**src/rtl/move_ctrl.sv**
```systemverilog
// Grid movement controller: key arbitration, direction commit on step ticks,
// toroidal head position and IDLE/RUN/PAUSE/DEAD game-state sequencing.
module move_ctrl #(
  parameter int TICK_DIV = 4,
  parameter int GRID_W   = 16,
  parameter int GRID_H   = 12,
  parameter int X_INIT   = 8,
  parameter int Y_INIT   = 6
) (
  input  logic       clk,
  input  logic       clr,
  input  logic       L,
  input  logic       R,
  input  logic       U,
  input  logic       D,
  input  logic       pause,
  input  logic       collide,
  input  logic       restart,
  output logic [1:0] dir,
  output logic [5:0] head_x,
  output logic [5:0] head_y,
  output logic       step,
  output logic [1:0] state
);

  localparam int CW = (TICK_DIV > 2) ? $clog2(TICK_DIV) : 1;
  localparam logic [CW-1:0] CNT_LAST = CW'(TICK_DIV - 1);
  localparam logic [5:0] XI   = 6'(X_INIT);
  localparam logic [5:0] YI   = 6'(Y_INIT);
  localparam logic [5:0] XMAX = 6'(GRID_W - 1);
  localparam logic [5:0] YMAX = 6'(GRID_H - 1);

  localparam logic [1:0] ST_IDLE  = 2'b00;
  localparam logic [1:0] ST_RUN   = 2'b01;
  localparam logic [1:0] ST_PAUSE = 2'b10;
  localparam logic [1:0] ST_DEAD  = 2'b11;

  localparam logic [1:0] DIR_U = 2'b00;
  localparam logic [1:0] DIR_D = 2'b01;
  localparam logic [1:0] DIR_L = 2'b10;
  localparam logic [1:0] DIR_R = 2'b11;

  logic [1:0]    pending;
  logic [CW-1:0] cnt;

  logic       key_any;
  logic [1:0] key_dir;
  logic       key_ok;
  logic [1:0] pend_nxt;
  logic [5:0] nxt_x;
  logic [5:0] nxt_y;

  // Fixed priority U > D > L > R; only the winner is ever considered.
  always_comb begin
    key_any = U | D | L | R;
    if (U)      key_dir = DIR_U;
    else if (D) key_dir = DIR_D;
    else if (L) key_dir = DIR_L;
    else        key_dir = DIR_R;
    // Opposite pairs differ only in bit 0; check against committed dir.
    key_ok   = key_any && (key_dir != {dir[1], ~dir[0]});
    pend_nxt = key_ok ? key_dir : pending;
  end

  always_comb begin
    nxt_x = head_x;
    nxt_y = head_y;
    case (pending)
      DIR_U: nxt_y = (head_y == '0)   ? YMAX : head_y - 6'd1;
      DIR_D: nxt_y = (head_y == YMAX) ? '0   : head_y + 6'd1;
      DIR_L: nxt_x = (head_x == '0)   ? XMAX : head_x - 6'd1;
      default: nxt_x = (head_x == XMAX) ? '0 : head_x + 6'd1;
    endcase
  end

  always_ff @(posedge clk or posedge clr) begin
    if (clr) begin
      state   <= ST_IDLE;
      head_x  <= XI;
      head_y  <= YI;
      dir     <= DIR_R;
      pending <= DIR_R;
      cnt     <= '0;
      step    <= 1'b0;
    end else begin
      step <= 1'b0;
      case (state)
        ST_IDLE: begin
          if (key_any) begin
            state   <= ST_RUN;
            dir     <= key_dir;
            pending <= key_dir;
            cnt     <= '0;
          end
        end
        ST_RUN: begin
          if (collide) begin
            state <= ST_DEAD;
          end else if (pause) begin
            state <= ST_PAUSE;
          end else begin
            // A key accepted on a step tick targets the next step.
            pending <= pend_nxt;
            if (cnt == CNT_LAST) begin
              cnt    <= '0;
              dir    <= pending;
              head_x <= nxt_x;
              head_y <= nxt_y;
              step   <= 1'b1;
            end else begin
              cnt <= cnt + CW'(1);
            end
          end
        end
        ST_PAUSE: begin
          if (pause) state <= ST_RUN;
        end
        default: begin
          if (restart) begin
            state   <= ST_IDLE;
            head_x  <= XI;
            head_y  <= YI;
            dir     <= DIR_R;
            pending <= DIR_R;
            cnt     <= '0;
          end
        end
      endcase
    end
  end

endmodule
```
**config.mk**
```make
export PLATFORM = sky130hd
export DESIGN_NAME = move_ctrl
export DESIGN_NICKNAME = d
export VERILOG_FILES = /design/src/rtl/move_ctrl.sv
export SDC_FILE = /design/constraint.sdc
export NUM_CORES = 1
export LEC_CHECK = 0
export BUFFER_PORTS_ARGS = -buffer_cell sky130_fd_sc_hd__buf_4
export CELL_PAD_IN_SITES_DETAIL_PLACEMENT = 1
export CELL_PAD_IN_SITES_GLOBAL_PLACEMENT = 1
export CORE_MARGIN = 1.5
export CORE_UTILIZATION = 37
export DETAILED_ROUTE_END_ITERATION = 7
export PLACE_DENSITY = 0.75
export SYNTH_ARGS = -nofsm -noshare
export SYNTH_HDL_FRONTEND = slang
export SYNTH_SLANG_ARGS = --single-unit
export TNS_END_PERCENT = 20
```
**constraint.sdc**
```tcl
create_clock -name clk -period 1.9 [get_ports clk]
set_input_delay 0.38 -clock clk [delete_from_list [all_inputs] [get_ports clk]]
set_output_delay 0.38 -clock clk [all_outputs]
set_load 0.03 [all_outputs]
```
# Word level (Yosys, flattened, before mapping)
# Index checks and enable logic that the tools add are counted.
dict set report word_totals {
  wordCells 95
  register_bits 21
  inputBits 9
}
dict set report op_classes {
  add_sub_neg 5
  n_reduce_logical 16
  n_bitwise 6
  n_mux 44
  n_eq_ne 17
}
# op n
set op_table {}
lappend op_table {{two-way mux 6 bit} 12}
lappend op_table {{case mux 6 bit (2 select lines)} 4}
lappend op_table {{two-way mux 2 bit} 19}
lappend op_table {{case mux 2 bit (3 select lines)} 4}
lappend op_table {{AND reduction 6 bit} 4}
lappend op_table {{inequality test 2 bit, second input constant} 7}
lappend op_table {{adder 6 x 1 -> 6 bit, second input constant} 2}
lappend op_table {{== test 6 x 4 -> 1 bit, second input constant} 2}
lappend op_table {{logical NOT 6 bit} 2}
lappend op_table {{subtractor 6 x 1 -> 6 bit, second input constant} 2}
lappend op_table {{== test 2 bit, second input constant} 3}
lappend op_table {{two-way mux 1 bit} 5}
lappend op_table {{AND reduction 5 bit} 1}
lappend op_table {{== test 2 x 1 -> 1 bit, second input constant} 2}
lappend op_table {{logical NOT 2 bit} 2}
lappend op_table {{AND reduction 4 bit} 1}
lappend op_table {{nonzero test 4 bit} 1}
lappend op_table {{OR reduction 2 bit} 2}
lappend op_table {{inequality test 3 x 1 -> 1 bit, second input constant} 1}
lappend op_table {{inequality test 3 bit, second input constant} 1}
lappend op_table {{NOT 1 bit} 3}
lappend op_table {{bitwise OR 1 bit} 3}
lappend op_table {{nonzero test 3 bit} 1}
lappend op_table {{adder 2 x 1 -> 2 bit, second input constant} 1}
lappend op_table {{other kinds (3)} 3}

# Logic depth before layout (Yosys ltp)
# Gate-level depths: netlist (run 1).
dict set report logic_depth {
  ltp_word 9
  ltp_mapped 8
  depth_no_buf 6
}

# Least setup slack after synthesis (run 1)
# Ideal clock, no wire load.
dict set report synth_path {
  kind {reg-to-reg}
  start {register head_x[2]}
  end {register head_x[5]}
  arrival_ns 1.937
  setup_time_ns 0.076
  t_required_ns 1.824
  setup_slack_ns -0.113
  stages_incl_launch_ff 7
  path_cell_list {dfrtp_1 buf_6 or4_4 or4_1 a31oi_1 a21boi_1 o21ai_1}
}
dict set report synth_via {
  elab_chain_cells 7
}
# item line_no
set synth_lines {}
lappend synth_lines {{start: declaration} 20} ;# output logic [5:0] head_x,
lappend synth_lines {{start signal: assignment} 107} ;# head_x <= nxt_x;
lappend synth_lines {{adder 6 x 1 -> 6 bit (tied with other cells)} 72} ;# default: nxt_x = (head_x == XMAX) ? '0 : head_x + 6'd1;
lappend synth_lines {{two-way mux 6 bit, on equally long branches} {72, 71}}
lappend synth_lines {{case mux 6 bit (2 select lines) *} 68} ;# case (pending)
lappend synth_lines {{two-way mux 6 bit *} 104} ;# if (cnt == CNT_LAST) begin
lappend synth_lines {{two-way mux 6 bit *} 99} ;# end else if (pause) begin
lappend synth_lines {{two-way mux 6 bit *} 97} ;# if (collide) begin
lappend synth_lines {{case mux 6 bit (2 select lines) *} 87} ;# case (state)
# Every way passes the cells marked *; elsewhere a longest branch is shown, timed or not. The select of a mux whose other input is x is not followed.
# A chain may end at the register's enable or synchronous reset.

# Worst setup path in the final report (run 1)
# Same ends and word-level chain as after synthesis.

==> results of run 1 <==
==> flip-flops by register name, summed over array words and instances (netlist names) <==
name and flops:
state 2, pending 2, step 1, head_x 6
head_y 6, cnt 2, dir 2
==> final cells by class <==
class | count | area, µm²
repair buffers | 39 | 293
fillers | 494 | 2100
inverters | 15 | 56.3
flip-flops and latches | 21 | 536
well taps | 50 | 62.6
multi-input cells | 142 | 910
clock buffers | 4 | 45.0
==> cells in the mapped netlist (5+ instances only) <==
master / count
a21oi_1: 12
a31oi_1: 5
and3_1: 5
clkbuf_1: 7
dfrtp_1: 14
dfstp_2: 7
ha_1: 6
inv_1: 15
nand2_1: 10
nand3_1: 14
nor2_1: 15
nor2b_1: 6
nor3_1: 5
o21ai_0: 14
==> cell usage in the layout, fill, tap and decap left out, types with 3 or more instances in the layout <==
cell type	instances
a31oi_1	5
a211oi_1	3
dfrtp_1	13
nand2_1	10
nand2b_1	3
nor2_1	15
inv_1	15
nor3_1	5
buf_4	39
xnor2_1	3
nand3_1	14
dfstp_2	7
clkbuf_8	3
o21ai_0	14
a21oi_1	12
and2_1	3
ha_1	6
nor2b_1	6
and3_1	5
==> layer usage <==
layer,vias to the layer above,routed length (µm),part of all wire
met2,26,2190,0.49
met1,773,2120,0.47
li1,751,-,-
met3,8,102,0.023
met5,-,0,0
met4,0,74,0.016
==> what timing repair did <==
| item | CTS | global route |
|---|---|---|
| resized for setup | 0 | 2 |
| endpoints found under the setup margin | 0 | 3 |
| hold endpoints to repair | 0 | 0 |
==> cell families (layout without fill, tap and decap cells) <==
group                      Yosys count  after routing  synth area share
xor gates and xnor gates             5              5            0.0285
muxes                                3              3            0.0204
DFF                                 21             21             0.348
AOI/OAI and AO/OA                   57             57             0.243
buffers and inverters               24             58            0.0684
and+or+nand+nor                     71             71             0.243
adders and majority gates            6              6            0.0489
==> worst min-delay path by stage <==
stage,startpoint,end,slack [ns]
floorplan,clr,cnt[0]$_DFFE_PP0P_,0.35
global placement,clr,head_x[4]$_DFFE_PP0P_,0.36
detailed placement,clr,head_x[4]$_DFFE_PP0P_,0.39
CTS,clr,head_x[4]$_DFFE_PP0P_,0.09
global route,clr,head_x[4]$_DFFE_PP0P_,0.09
finish,clr,head_x[5]$_DFFE_PP0P_,0.08
==> metrics by stage <==
step	cells	cell area, µm²	power, W	hold slack, ns	TNS (ns)
CTS	271	1890	0.00203	0.0896	0
floorplan	187	1540	0.00138	0.351	-0.0687
detailed placement	267	1840	0.00170	0.387	0
finish	271	1900	0.00202	0.0814	0
global route	271	1900	0.00217	0.0946	0
global placement	267	1840	0.00165	0.360	0
==> where the power goes <==
part | switching (W) | internal, W | leakage [nW] | total (W)
sequential | 0.000111 | 0.000570 | 0.261 | 0.000681
clock | 0.000169 | 0.000150 | 0.0228 | 0.000319
combinational | 0.000604 | 0.000413 | 0.558 | 0.00102
total | 0.000884 | 0.00113 | 0.842 | 0.00202
==> worst max-delay path: stages (launching register included) <==
cell      delay (ns)
dfrtp_2         0.41
or4_4           0.52
or4_1           0.41
a31oi_1         0.18
a21boi_1        0.09
o21ai_1         0.11
==> out/metrics.csv, run 1 <==
stage;metric;value;unit
power;Max rail drop VDD;659;µV
logic_synthesis;synthesized flop and latch total;21;
sta;Period minus WS final;1.79;ns
sta;final setup skew;0.00487;ns
worst_setup_path;CP endpoint;head_x[5]$_DFFE_PP0P_;
sta;final setup fails;0;
logic_synthesis;sequential fraction of the synthesis area;0.348;
clocking;# Post-CTS Setup Buffers;0;
logic_synthesis;share of the synthesized area in the top cell type;0.228;
logic_synthesis;Yosys warnings;0;
sta;Max Fclk;0.558;GHz
power;pwr/cell area;1060;mW/mm²
clocking;Clock transition at path regs;0.09;ns
worst_setup_path;Startpoint Class;register;
detailed_routing;WL final;4490;µm
grt;largest net degree at the start of global routing;14;
floorplanning;die area;0.00455;mm²
logic_synthesis;Mapped Cells;187;
clocking;CTS tree;built;
grt;Total GRT Usage;0.217;
detailed_routing;1st-pass router iterations;4;
floorplanning;Die Width;67.4;µm
detailed_routing;Starting DRT DRC Count;65;
clocking;CTS Buf Count;3;
grt;first-pass GRT wire length;7520;µm
logic_synthesis;Main synth FF type;dfrtp_1;
logic_synthesis;Cell Area, Synth;0.00154;mm²
sta;Final Slew Violations;0;
final_layout;Ant. Diodes;0;
logic_synthesis;post-synth top area cell;dfrtp_1;
logic_synthesis;Yosys cell types;48;
sta;Final WS setup;0.109;ns
worst_setup_path;Arr. time, crit path;1.99;ns
worst_setup_path;reg2reg setup slack;0.11;ns
detailed_routing;routed wire length per instance;16.5;µm
clocking;deepest clock path buffer count;2;
final_layout;Final #Nets;237;
clocking;Clock Latency Late Sink;0.27;ns
place;dpl hpwl;3450;µm
sta;Period Utilization, post-route;0.942;
worst_setup_path;critical path required time;2.10;ns
grt;Most Crowded Layer GR;met2;
worst_setup_path;r2r startpoint;head_x[2]$_DFFE_PP0P_;
detailed_routing;DRT antenna net count;0;
clocking;clock net sink count;21;
grt;met3 track demand over resource;0.0217;
logic_synthesis;Synth area leaders;dfrtp_1 23%, dfstp_2 12%, ha_1 4.9%, nand3_1 4.6%, o21ai_0 4.6%;
detailed_routing;DRC violations left;0;
worst_setup_path;crit path launch;head_x[2]$_DFFE_PP0P_;
worst_setup_path;CP endpoint kind;register;
grt;GRT Residual Overflow;0;
floorplanning;core footprint;0.00400;mm²
clocking;clk root buf;clkbuf_8;
clocking;cts hold-fix bufs;0;
floorplanning;cell row count;23;
worst_setup_path;Worst Path Class, Setup;register to register;
logic_synthesis;Async S/R FF share, synth;1.00;
outcome;status;completed;
floorplanning;Initial Util;0.384;
final_layout;Area Growth Syn to Fin;23.8;%
place;RePlAce Congestion;0.898;
worst_hold_path;HP Class;primary input to async pin;
logic_synthesis;Post-Syn Nets;202;
sta;slew margin rel.;0.683;
power;leakage power;0.842;nW
grt;met1 GRT Util;0.268;
grt;initial antenna violation count;0;
job;MaxCap Viol Count;0;
final_layout;layout cells sized above 1;0.253;
grt;vias in the first global route;1629;
detailed_routing;total number of vias;1558;
worst_setup_path;Reg-to-Reg End;head_x[5]$_DFFE_PP0P_;
final_layout;post-layout util;0.475;
clocking;CTS HTree Levels;1;
place;pre-CTS setup slack;0.0902;ns
worst_setup_path;crit path max fanout;3;
worst_setup_path;Reg2Reg Depth;5;
sta;Tightest Pin Transition;0.471;ns
logic_synthesis;Avg Cell Area, Syn;8.22;µm²
place;IO buf count;25;
sta;RSZ-0062 raised after global routing;false;
floorplanning;height of the die;67.4;µm
detailed_routing;routed vias/inst;5.75;
grt;GRT met2 Usage;0.386;
sta;Final Hold Vio Count;0;
logic_synthesis;number of synthesized flops with an enable pin;0;
floorplanning;# IOs;26;
Note: power is estimated with default switching activity, not from simulation.
==> run 2, diff against run 1 <==
Settings changed: SETUP_SLACK_MARGIN set to 0.15.
==> out/metrics.csv, run 2 (same netlist as run 1, synthesis figures left out) <==
stage;metric;value;unit
outcome;status;completed;
floorplanning;height of the die;67.4;µm
final_layout;FILL cells;492;
detailed_routing;DRT antenna net count;0;
worst_hold_path;HP Class;primary input to async pin;
worst_setup_path;Worst Path Class, Setup;register to register;
detailed_routing;routed vias/inst;5.72;
clocking;cts hold-fix bufs;0;
worst_setup_path;crit path launch;head_x[2]$_DFFE_PP0P_;
power;pwr/cell area;1050;mW/mm²
clocking;CTS Buf Count;3;
detailed_routing;Starting DRT DRC Count;79;
final_layout;commonest non-fill, non-tap cell in the layout;buf_4;
detailed_routing;1st-pass router iterations;4;
floorplanning;Initial Util;0.384;
grt;initial antenna violation count;0;
clocking;CTS HTree Levels;1;
grt;largest net degree at the start of global routing;14;
worst_setup_path;crit path max fanout;3;
clocking;Clock transition at path regs;0.09;ns
place;pre-CTS setup slack;0.0902;ns
job;MaxCap Viol Count;0;
final_layout;Reg area;536;µm²
grt;vias in the first global route;1629;
worst_setup_path;CP endpoint;head_x[5]$_DFFE_PP0P_;
worst_setup_path;Crit path largest cell delay;0.52;ns
sta;Period minus WS final;1.79;ns
detailed_routing;routed wire length per instance;16.5;µm
floorplanning;cell row count;23;
place;RePlAce Congestion;0.898;
worst_setup_path;crit path max-delay cell type;or4_4;
grt;first-pass GRT wire length;7520;µm
worst_setup_path;Reg2Reg Depth;5;
sta;Final Hold Vio Count;0;
place;dpl hpwl;3450;µm
final_layout;biggest regs;head_x: 6 flops, head_y: 6 flops;
clocking;deepest clock path buffer count;2;
sta;RSZ-0062 raised after global routing;true;
place;Placed Area;0.00184;mm²
power;leakage power;0.845;nW
floorplanning;core footprint;0.00400;mm²
worst_setup_path;Startpoint Class;register;
clocking;clock net sink count;21;
sta;slew margin rel.;0.686;
final_layout;Ant. Diodes;0;
clocking;Clock Latency Late Sink;0.27;ns
floorplanning;die area;0.00455;mm²
final_layout;cell area after layout;0.00191;mm²
sta;Final WS setup;0.109;ns
sta;Period Utilization, post-route;0.942;
sta;Max Fclk;0.558;GHz
worst_setup_path;CP endpoint kind;register;
sta;final setup fails;0;
sta;Final Slew Violations;0;
grt;GRT Residual Overflow;0;
final_layout;Area Growth Syn to Fin;24.4;%
worst_setup_path;critical path required time;2.10;ns
worst_setup_path;Reg-to-Reg End;head_x[5]$_DFFE_PP0P_;
final_layout;multi-input logic area;912;µm²
floorplanning;Die Width;67.4;µm
sta;Tightest Pin Transition;0.467;ns
grt;Total GRT Usage;0.217;
final_layout;Final #Nets;238;
detailed_routing;DRC violations left;0;
detailed_routing;WL final;4490;µm
final_layout;commonest cells after routing, fill and taps aside;40 x buf_4, 15 x inv_1, 15 x nor2_1, 14 x nand3_1, 14 x o21ai_0;
floorplanning;# IOs;26;
clocking;CTS tree;built;
worst_setup_path;r2r startpoint;head_x[2]$_DFFE_PP0P_;
final_layout;layout cells sized above 1;0.261;
worst_setup_path;reg2reg setup slack;0.11;ns
place;IO buf count;25;
clocking;clk root buf;clkbuf_8;
power;Max rail drop VDD;658;µV
worst_setup_path;Arr. time, crit path;1.99;ns
detailed_routing;total number of vias;1555;
worst_setup_path;crit-path cells;or4_4, or4_1, a31oi_1, a21boi_1, o21ai_1;
sta;final setup skew;0.00441;ns
-- run 2: cell types whose count changed in the layout (fill, tap and decap cells not counted), sizes merged --
cell / delta
buf: +1
-- run 2: critical path: cells and delay by family (launching register included) --
| kind | cells | cell delay, ns |
|---|---|---|
| compound gates | 3 | 0.38 |
| simple gates | 2 | 0.93 |
| flops | 1 | 0.41 |
-- run 2: cell type report --
class | instances | area share
multi-input cells | 142 | 0.477
flip-flops and latches | 21 | 0.280
repair buffers | 40 | 0.157
well taps | 50 | 0.0327
inverters | 15 | 0.0295
clock buffers | 4 | 0.0236
-- run 2: worst min-delay path by stage --
| stage | start | to | slack (ns) |
|---|---|---|---|
| 3_3_place_gp | clr | head_x[4]$_DFFE_PP0P_ | 0.36 |
| 6_report | clr | head_x[5]$_DFFE_PP0P_ | 0.08 |
| 4_1_cts | clr | head_x[4]$_DFFE_PP0P_ | 0.09 |
| 5_1_grt | clr | head_x[4]$_DFFE_PP0P_ | 0.09 |
| 2_1_floorplan | clr | cnt[0]$_DFFE_PP0P_ | 0.35 |
| 3_5_place_dp | clr | head_x[4]$_DFFE_PP0P_ | 0.39 |
-- run 2: power by group --
| part | internal [W] | switching [W] |
|---|---|---|
| Clock | 0.000150 | 0.000170 |
| Sequential | 0.000570 | 0.000111 |
| Combinational | 0.000414 | 0.000603 |
| Total | 0.00113 | 0.000883 |
-- run 2: metal layers --
layer | wire length [µm] | vias up | track usage
li1 | - | 749 | -
met1 | 2110 | 770 | 0.268
met2 | 2190 | 28 | 0.386
met3 | 107 | 8 | 0.0217
met4 | 74 | 0 | 0.0842
met5 | 0 | - | 0
-- run 2: through the flow --
stage                     cells  total power [W]  hold slack, ns  utilization  TNS [ns]
after floorplan             187          0.00138           0.351            -   -0.0687
after global placement      267          0.00165           0.360        0.461         0
after detailed placement    267          0.00170           0.387        0.461         0
after CTS                   271          0.00203          0.0896        0.472         0
after global routing        272          0.00217          0.0946        0.478         0
final                       272          0.00202          0.0814        0.478         0
-- run 2: what timing repair did --
| item | 4_1_cts | 5_1_grt |
|---|---|---|
| endpoints found under the setup margin | 3 | 11 |
| gates cloned | 0 | 0 |
| pin swaps | 1 | 0 |
| setup buffers | 0 | 1 |
| gates resized for setup | 0 | 3 |
